[src/rtl/stream_pkg.sv]
// Shared stream types: state encoding for the flushable upsizer.
package stream_pkg;

   typedef enum logic {
      COLLECT = 1'b0,
      OUTPUT  = 1'b1
   } upsizer_state_e;

endpackage

[src/rtl/stream_upsizer_flushable.sv]
// Flushable stream upsizer: packs Ratio consecutive beats into one wide word
// with a per-slot strobe. last_i closes a word early; flush_i drops the
// partial word and any pending output word in the same cycle.
module stream_upsizer_flushable
   import stream_pkg::*;
#(
   parameter type         T     = logic,
   parameter int unsigned Ratio = 4
) (
   input  logic                      clk_i,
   input  logic                      rst_ni,
   input  logic                      flush_i,
   input  logic                      valid_i,
   output logic                      ready_o,
   input  logic [$bits(T)-1:0]       data_i,
   input  logic                      last_i,
   output logic                      valid_o,
   input  logic                      ready_i,
   output logic [Ratio*$bits(T)-1:0] data_o,
   output logic [Ratio-1:0]          strb_o
);

   localparam int unsigned DataW = $bits(T);
   localparam int unsigned CntW  = $clog2(Ratio);

   upsizer_state_e                    r_state;
   logic [CntW-1:0]                   r_cnt;
   logic [Ratio-1:0]                  r_strb;
   logic [Ratio-1:0][DataW-1:0]       r_slot;

   upsizer_state_e                    w_state_next;
   logic [CntW-1:0]                   w_cnt_next;
   logic [Ratio-1:0]                  w_strb_next;
   logic                              w_ready;
   logic                              w_valid;
   logic                              w_hs_in;
   logic                              w_hs_out;
   logic                              w_close;

   // Handshakes and next state; flush suppresses both handshakes.
   always_comb begin
      // NOTE: every output of this block gets a default first so no path
      // leaves a signal unassigned, which would infer a latch.
      w_ready      = 1'b0;
      w_valid      = 1'b0;
      w_state_next = r_state;
      w_cnt_next   = r_cnt;
      w_strb_next  = r_strb;

      unique case (r_state)
         COLLECT: w_ready = !flush_i;
         OUTPUT: begin
            w_valid = !flush_i;
            w_ready = ready_i && !flush_i;
         end
         default: ;
      endcase

      w_hs_in  = valid_i && w_ready;
      w_hs_out = w_valid && ready_i;
      w_close  = w_hs_in && ((r_cnt == CntW'(Ratio - 1)) || last_i);

      if (flush_i) begin
         w_state_next = COLLECT;
         w_cnt_next   = '0;
         w_strb_next  = '0;
      end else begin
         // Emitting the word frees all slots; a same-cycle beat then
         // re-arms its own strobe (r_cnt is 0 while in OUTPUT).
         if (w_hs_out) begin
            w_strb_next  = '0;
            w_state_next = COLLECT;
         end
         if (w_hs_in) begin
            w_strb_next[r_cnt] = 1'b1;
            if (w_close) begin
               w_cnt_next   = '0;
               w_state_next = OUTPUT;
            end else begin
               w_cnt_next = r_cnt + CntW'(1);
            end
         end
      end
   end

   // State, slot counter and strobe registers.
   always_ff @(posedge clk_i) begin
      // NOTE: sequential state uses non-blocking assignments so every
      // register samples the pre-edge values, independent of block order.
      if (!rst_ni) begin
         r_state <= COLLECT;
         r_cnt   <= '0;
         r_strb  <= '0;
      end else begin
         r_state <= w_state_next;
         r_cnt   <= w_cnt_next;
         r_strb  <= w_strb_next;
      end
   end

   // Slot data; flush leaves it stale because the strobe is authoritative.
   always_ff @(posedge clk_i) begin
      // NOTE: the data store is reset deliberately so data_o reads zero
      // after reset; flush alone does not clear it.
      if (!rst_ni) begin
         r_slot <= '0;
      end else if (w_hs_in) begin
         r_slot[r_cnt] <= data_i;
      end
   end

   assign ready_o = w_ready;
   assign valid_o = w_valid;
   assign data_o  = r_slot;
   assign strb_o  = r_strb;

endmodule

[config.mk]
export PLATFORM = sky130hd
export DESIGN_NAME = stream_upsizer_flushable
export DESIGN_NICKNAME = d
export VERILOG_FILES = /design/src/rtl/stream_pkg.sv /design/src/rtl/stream_upsizer_flushable.sv
export SDC_FILE = /design/constraint.sdc
export NUM_CORES = 1
export LEC_CHECK = 0
export BUFFER_PORTS_ARGS = -buffer_cell sky130_fd_sc_hd__buf_4
export CELL_PAD_IN_SITES_DETAIL_PLACEMENT = 1
export CELL_PAD_IN_SITES_GLOBAL_PLACEMENT = 2
export CORE_MARGIN = 2
export CORE_UTILIZATION = 28
export DETAILED_ROUTE_END_ITERATION = 12
export MAX_ROUTING_LAYER = met4
export PLACE_DENSITY_LB_ADDON = 0.1
export SLEW_MARGIN = 20
export SYNTH_ARGS = -nofsm -noshare
export SYNTH_HDL_FRONTEND = slang
export SYNTH_SLANG_ARGS = --single-unit
[constraint.sdc]
create_clock -name clk_i -period 1.6 [get_ports clk_i]
set_input_delay 0.16 -clock clk_i [delete_from_list [all_inputs] [get_ports clk_i]]
set_output_delay 0.16 -clock clk_i [all_outputs]
set_load 0.05 [all_outputs]
# Yosys cells after proc, flatten, opt, wreduce, memory -nomap -nowiden
# Cells that the tools add are included.
[word_totals] register_bits=11 output_inout_bits=10 in_bits=7
[classes] mux=12 n_reduce_logical=8 magnitude_cmp=2 add_sub_neg=1 bitwise_logic=3 n_eq_ne=1
[op_table] cell="4-bit two-way mux" count=3
[op_table] cell="1-bit logical AND" count=5
[op_table] cell="1-bit two-way mux" count=5
[op_table] cell="4-bit bitwise mux" count=1
[op_table] cell="4-bit OR" count=1
[op_table] cell="2-bit by 3-bit less-than comparator with 1-bit output (second input constant)" count=1
[op_table] cell="2-bit by 1-bit adder with 2-bit output (second input constant)" count=1
[op_table] cell="1-bit demux with 2-bit select" count=1
[op_table] cell="2-bit == test (second input constant)" count=1
[op_table] cell="2-bit by 1-bit >= comparator with 1-bit output (second input constant)" count=1
[op_table] cell="2-bit two-way mux" count=1
[op_table] cell="1-bit NOT" count=2
[op_table] cell="1-bit case mux with 2 select lines" count=1
[op_table] cell="2-bit OR reduction" count=1
[op_table] cell="1-bit zero test" count=1
[op_table] cell="1-bit logical OR" count=1

# Longest topological paths before layout
# Gate-level depths: netlist of the first run.
[depth] depth_word=7 ltp_mapped=4 depth_no_buf=4

# Worst setup path before layout of the first run
# No wires, ideal clock.
[synth_path] kind="reg-to-output" from="register r_state" to="output port ready_o" path_stages_with_launch=3 arrival_ps=1093 setup_slack_ps=347 n_path_buf=0 path_cell_list="dfxtp_1 -> nor2b_4 -> nor2_1"
[synth_between] elab_chain_len=2
[synth_lines] element="start, declared" line_no="stream_upsizer_flushable.sv:26" text="upsizer_state_e r_state;"
[synth_lines] element="start signal, assigned" line_no="stream_upsizer_flushable.sv:95" text="r_state <= w_state_next;"
[synth_lines] element="1-bit NOT" line_no="stream_upsizer_flushable.sv:50" text="unique case (r_state)"
[synth_lines] element="1-bit case mux with 2 select lines (*)" line_no="stream_upsizer_flushable.sv:50"
[synth_lines] element="end, declared" line_no="stream_upsizer_flushable.sv:14" text="output logic ready_o,"
# Mark *: on every way between the ends. The rest lies on a longest branch, timed or not.

# Final worst setup path of the first run
# Ends and elaborated chain as after synthesis.

==> results of run 1 <==
## cell families after synthesis
| logic type | count (synthesis) | synth area share (%) |
|---|---|---|
| AO/OA/AOI/OAI | 9 | 9.00 |
| AND/OR/NAND/NOR | 26 | 27.5 |
| adder cells (fa/ha/maj) | 4 | 10.0 |
| multiplexers | 4 | 8.00 |
| buffers and inverters | 2 | 1.50 |
| flip-flops | 11 | 44.0 |
## placed cells by master (no fill, tap or decap)
| cell | synthesis | routed |
|---|---|---|
| clkbuf_1 | 0 | 1 |
| nand4_1 | 2 | 2 |
| clkbuf_4 | 0 | 3 |
| nor2b_1 | 1 | 1 |
| and2b_1 | 1 | 1 |
| nand3_1 | 4 | 4 |
| nand3b_1 | 1 | 1 |
| ha_1 | 4 | 4 |
| nand2_1 | 10 | 10 |
| nor2b_4 | 1 | 1 |
| inv_1 | 2 | 2 |
| dfxtp_1 | 11 | 11 |
| a21oi_1 | 7 | 7 |
| or3_1 | 1 | 1 |
| mux2i_1 | 4 | 4 |
| o21ai_1 | 2 | 2 |
| buf_4 | 0 | 16 |
| nand2b_1 | 3 | 3 |
| nor2_1 | 2 | 2 |
## metal layers
metal / up-vias / wire length, um
li1: 231 / -
met5: - / 0
met1: 202 / 560
met2: 11 / 532
met3: 4 / 43
met4: 0 / 27
## sequential cells by signal, indices dropped and copies added, names as in the netlist
| name | count |
|---|---|
| r_state | 1 |
| data_o | 4 |
| r_cnt | 2 |
| strb_o | 4 |
## power by group
group	switching, mW	leakage (nW)	internal [mW]
clock	0.101	0.0150	0.0967
combinational	0.0372	0.193	0.0238
sequential	0.00229	0.0889	0.277
## tightest hold or removal path: stages
cell and delay (ns):
buf_4 0.13, nand2_1 0.06, mux2i_1 0.06
## stage by stage
stage | total power [mW] | hold WS [ns] | instances | cell area (um^2)
finish | 0.538 | 0.186 | 101 | 678
global route | 0.573 | 0.186 | 101 | 678
global placement | 0.348 | 0.448 | 97 | 652
CTS | 0.549 | 0.183 | 101 | 678
floorplan | 0.320 | 0.311 | 56 | 500
detailed placement | 0.348 | 0.450 | 97 | 652
## worst min path at each step
stage	endpoint	cells past startpoint	slack, ns
5_1_grt	data_o[2]$_SDFFE_PN0P_	3	0.19
3_5_place_dp	strb_o[0]$_SDFF_PP0_	2	0.45
4_1_cts	data_o[2]$_SDFFE_PN0P_	3	0.18
6_report	data_o[2]$_SDFFE_PN0P_	3	0.19
3_3_place_gp	data_o[0]$_SDFFE_PN0P_	2	0.45
2_1_floorplan	data_o[0]$_SDFFE_PN0P_	2	0.31
## area by class of cell
type                    instances  share of cell area [%]
flip-flops and latches         11                    32.5
repair buffers                 16                    17.7
clock buffers                   4                    3.87
well taps                      25                    4.61
inverters                       2                    1.11
multi-input cells              43                    40.2
==> impl_metrics.csv, run 1 <==
group,metric,value,unit
outcome,run_status,"completed",
sta,fin_crit,1.26,ns
synthesis,netlist_area,500,um^2
synthesis,synth_area_leaders,"dfxtp_1 44%, ha_1 10%, mux2i_1 8.0%, nand2_1 7.5%, a21oi_1 7.0%",
synthesis,ys_warn_count,0,
finish,drive_gt1_share,26.3,%
placement,hpwl,899,um
synthesis,synth_common_cells,"11 x dfxtp_1, 10 x nand2_1, 7 x a21oi_1",
cts,ctsResizeCount,0,
sta,fin_crit_sh,78.7,%
cts,clockRootBuffer,"clkbuf_4",
route,dr_total_vias,448,
setup_path,crit_path_start_kind,"flip-flop",
sta,setup_viol,0,
setup_path,end_kind,"primary output",
cts,path_clk_slew,0.07,ns
run,drv_cap,0,
route,drc,0,
setup_path,endpoint,"ready_o",
finish,multi_input_area,273,um^2
route,initialDrtViolationCount,1,
synthesis,ys_seq_area_share,44.0,%
sta,tightest_slew,0.279,ns
route,viasPerCell,4.44,
synthesis,synth_ff_type,"dfxtp_1",
sta,tns,0,ns
sta,fmax,794,MHz
worst_hold_path,hold_path_class,"input port to flip-flop",
setup_path,critPathLaunch,"r_state$_SDFF_PP0_",
synthesis,synth_top_area_cell,"dfxtp_1",
synthesis,post-synth-top-count-cell,"dfxtp_1",
setup_path,path_class,"flip-flop to primary output",
cts,clkSinkCount,11,
setup_path,slowest_delay,0.39,ns
setup_path,cp.required,1.44,ns
synthesis,synth_nets,67,
setup_path,critPathBufInv,1,
finish,area_growth,35.5,%
setup_path,timing.rr.end,"r_state$_SDFF_PP0_",
synthesis,async_flop_share,0,%
grt,grt.met3_usage,3.53,%
grt,gr-usage-met1,17.0,%
floorplanning,die_h,46.3,um
synthesis,syn_area_per_cell,8.94,um^2
route,routedWlPerCell,11.5,um
route,ant_nets,0,
grt,grt_max_degree,8,
sta,slew_headroom,81.4,%
setup_path,cp.arrival,1.10,ns
grt,grt-busiest-layer,"met2",
sta,drv_slew,0,
sta,setup_ws,0.341,ns
grt,gr-usage-all-layers,13.4,%
setup_path,cp.depth,3,
finish,final_nets,88,
synthesis,synth_top_area_share,44.0,%
route,dr.pass1.iters,3,
setup_path,rr_worst_depth,4,
worst_hold_path,min_from,"rst_ni",
setup_path,crit_chain,"nor2b_4 -> nor2_1 -> buf_4",
cts,cts_htree_levels,1,
power_and_ir_drop,ir_drop,0.000373,V
placement,io_buffers,16,
floorplanning,core,1710,um^2
cts,cts_tree,"done",
setup_path,cpLargestDelayFamily,"flip-flops",
floorplanning,dieArea,2140,um^2
cts,clk_latency,0.27,ns
grt,gr-total-overflow,0,
grt,grt_pass1_vias,424,
grt,antenna_found_initial,0,
finish,insertedDiodeCount,0,
floorplanning,core.rowCount,15,
floorplanning,initial_core_util,29.3,%
cts,cts_hold_buf,0,
synthesis,syn-instance-count,56,
sta,rsz0062_at_grt,"no",
finish,utilization,39.7,%
setup_path,path_max_fanout,5,
cts,cts_setup_buffers,0,
grt,met2_usage,17.8,%
floorplanning,ios,17,
cts,clock_path_buffers,2,
sta,fin_skew,0.00186,ns
route,routed_wl,1160,um
sta,hold_viol,0,
placement,place_ws,0.477,ns
placement,place_congestion,0.778,
synthesis,ys_types,16,
synthesis,ys_seq_elements,11,
setup_path,reg2reg_slack,0.46,ns
setup_path,cp_slowest_cell,"dfxtp_1",
grt,grt_pass1_wl,1870,um
finish,seqCellArea,220,um^2
power_and_ir_drop,pwr_density_cell,793,nW/um^2
cts,numCtsBuffers,3,
setup_path,r2r-start,"r_cnt[0]$_SDFFE_PP0P_",
synthesis,synth_edf_count,0,
power_and_ir_drop,leakagePower,0.296,nW
finish,fillers,219,
floorplanning,die_width,46.3,um
(Power assumes the default switching activity.)
==> run 2: changes to the inputs <==
--- a/config.mk
+++ b/config.mk
@@ -9,7 +9,7 @@
 export CELL_PAD_IN_SITES_DETAIL_PLACEMENT = 1
 export CELL_PAD_IN_SITES_GLOBAL_PLACEMENT = 2
 export CORE_MARGIN = 2
-export CORE_UTILIZATION = 28
+export CORE_UTILIZATION = 26
 export DETAILED_ROUTE_END_ITERATION = 12
 export MAX_ROUTING_LAYER = met4
 export PLACE_DENSITY_LB_ADDON = 0.1
==> constraint.sdc (replaced) <==
create_clock -name clk_i -period 1.23 [get_ports clk_i]
set_input_delay 0.123 -clock clk_i [delete_from_list [all_inputs] [get_ports clk_i]]
set_output_delay 0.123 -clock clk_i [all_outputs]
set_load 0.05 [all_outputs]
==> run 2 against run 1 <==
Sequential share of layout area rose by 0.12 points. Register-to-register slack got worse by 0.35 ns. Cell count unchanged. Critical path depth did not move. Sequential power rose by 30%. Worst hold slack lost 0.028 ns. Die area increased by 7.0%. First-iteration DRC count rose to 4.0 times the previous value. Cell area increased by 0.18%.
==> impl_metrics.csv, run 2 (synthesis gave the netlist of run 1 again) <==
group,metric,value,unit
outcome,run_status,"completed",
power_and_ir_drop,clock_power_share,35.2,%
setup_path,critPathLaunch,"r_state$_SDFF_PP0_",
sta,hold_viol,0,
sta,fin_skew,0.000502,ns
placement,place_inst,97,
sta,setup_viol,0,
finish,final_design_area_no_fill,679,um^2
cts,numCtsBuffers,3,
power_and_ir_drop,leakagePower,0.297,nW
cts,path_clk_slew,0.07,ns
placement,hpwl,922,um
finish,insertedDiodeCount,0,
grt,grt_pass1_vias,413,
setup_path,cp.arrival,1.04,ns
cts,cts_hold_buf,0,
power_and_ir_drop,pwr_density_cell,1010,nW/um^2
sta,fin_crit_sh,94.5,%
floorplanning,core.rowCount,15,
floorplanning,core,1760,um^2
floorplanning,initial_core_util,28.4,%
sta,tns,0,ns
power_and_ir_drop,p_seq_share,53.1,%
floorplanning,dieArea,2290,um^2
route,initialDrtViolationCount,4,
sta,hold_ws,0.158,ns
finish,final_nets,88,
worst_hold_path,min_from,"rst_ni",
finish,utilization,38.5,%
setup_path,crit_path_start_kind,"flip-flop",
setup_path,end_kind,"primary output",
cts,cts_tree,"done",
power_and_ir_drop,ir_drop,0.000456,V
route,dr.pass1.iters,4,
grt,grt_max_degree,8,
setup_path,crit_chain,"nor2b_4 -> nor2_1 -> buf_4",
grt,gr-total-overflow,0,
cts,clk_latency,0.26,ns
setup_path,slowest_delay,0.35,ns
finish,drive_gt1_share,27.6,%
grt,gr-usage-all-layers,12.7,%
sta,fin_crit,1.16,ns
power_and_ir_drop,p_comb_share,11.7,%
power_and_ir_drop,internal_power,0.517,mW
sta,tightest_slew,0.314,ns
sta,fmax,861,MHz
run,drv_cap,0,
setup_path,path_max_fanout,5,
placement,place_ws,0.140,ns
route,routedWlPerCell,11.4,um
sta,drv_slew,0,
route,dr_total_vias,447,
finish,layout_common_cells,"16 x buf_4, 10 x nand2_1, 10 x dfxtp_1",
placement,io_buffers,16,
placement,placed_cell_area,652,um^2
finish,area_growth,35.8,%
power_and_ir_drop,total_power,0.686,mW
sta,rsz0062_at_grt,"no",
setup_path,cp_slowest_cell,"dfxtp_2",
placement,place_congestion,0.852,
grt,antenna_found_initial,0,
route,ant_nets,0,
grt,grt_pass1_wl,1900,um
sta,setup_ws,0.0680,ns
floorplanning,die_h,47.9,um
power_and_ir_drop,p_sw,0.169,mW
setup_path,cp.required,1.11,ns
setup_path,path_class,"flip-flop to primary output",
cts,cts_htree_levels,1,
route,viasPerCell,4.43,
cts,clockRootBuffer,"clkbuf_4",
cts,clock_path_buffers,2,
worst_hold_path,hold_path_class,"input port to flip-flop",
sta,slew_headroom,79.1,%
finish,fin_cells,101,
floorplanning,ios,17,
power_and_ir_drop,switching_share,24.6,%
finish,layout_commonest_cell,"buf_4",
route,drc,0,
floorplanning,die_width,47.9,um
route,routed_wl,1150,um
setup_path,r2r-start,"r_cnt[0]$_SDFFE_PP0P_",
cts,clkSinkCount,11,
run 2: cell counts in the layout (fill, tap and decap cells not counted):
No cell type changed its count.
run 2: layout make-up:
type / count / area [um^2]
tap: 25 / 31.3
clock buffer: 4 / 26.3
timing repair buffer: 16 / 120
sequential: 11 / 221
fill: 234 / 1080
inverter: 2 / 7.51
multi-input combinational: 43 / 273
run 2: layer usage:
| layer | vias to the layer above | track usage (%) | wire (um) |
|---|---|---|---|
| li1 | 230 | - | - |
| met1 | 206 | 16.4 | 572 |
| met2 | 11 | 17.9 | 519 |
| met3 | 0 | 5.66 | 61 |
| met4 | 0 | 3.24 | 0 |
| met5 | - | - | 0 |
run 2: what timing repair did:
action | 4_1_cts | 5_1_grt
setup endpoints to repair | 1 | 0
endpoints found under the hold margin | 0 | 0
setup buffers | 0 | 0
gates resized for setup | 1 | 0
run 2: final timing paths:
kind | to | slack [ns] | cells after the start
min reg2reg | strb_o[0]$_SDFF_PP0_ | 0.46 | 2
max | ready_o | 0.07 | 3
max reg2reg | r_state$_SDFF_PP0_ | 0.11 | 4
min | data_o[1]$_SDFFE_PN0P_ | 0.16 | 3
run 2: critical path: cells and delay by family (launching register included):
kind                   cells  cell delay (ns)
flip-flops                 1             0.35
AND/OR/NAND/NOR            2             0.24
buffers and inverters      1             0.18
run 2: power by group through the flow:
stage,sequential [mW],combinational (mW),clock (mW)
after floorplan,0.383,0.0332,0
after global placement,0.372,0.0807,0
after detailed placement,0.372,0.0805,0
after CTS,0.364,0.0808,0.259
after global routing,0.365,0.0872,0.275
final,0.364,0.0802,0.242
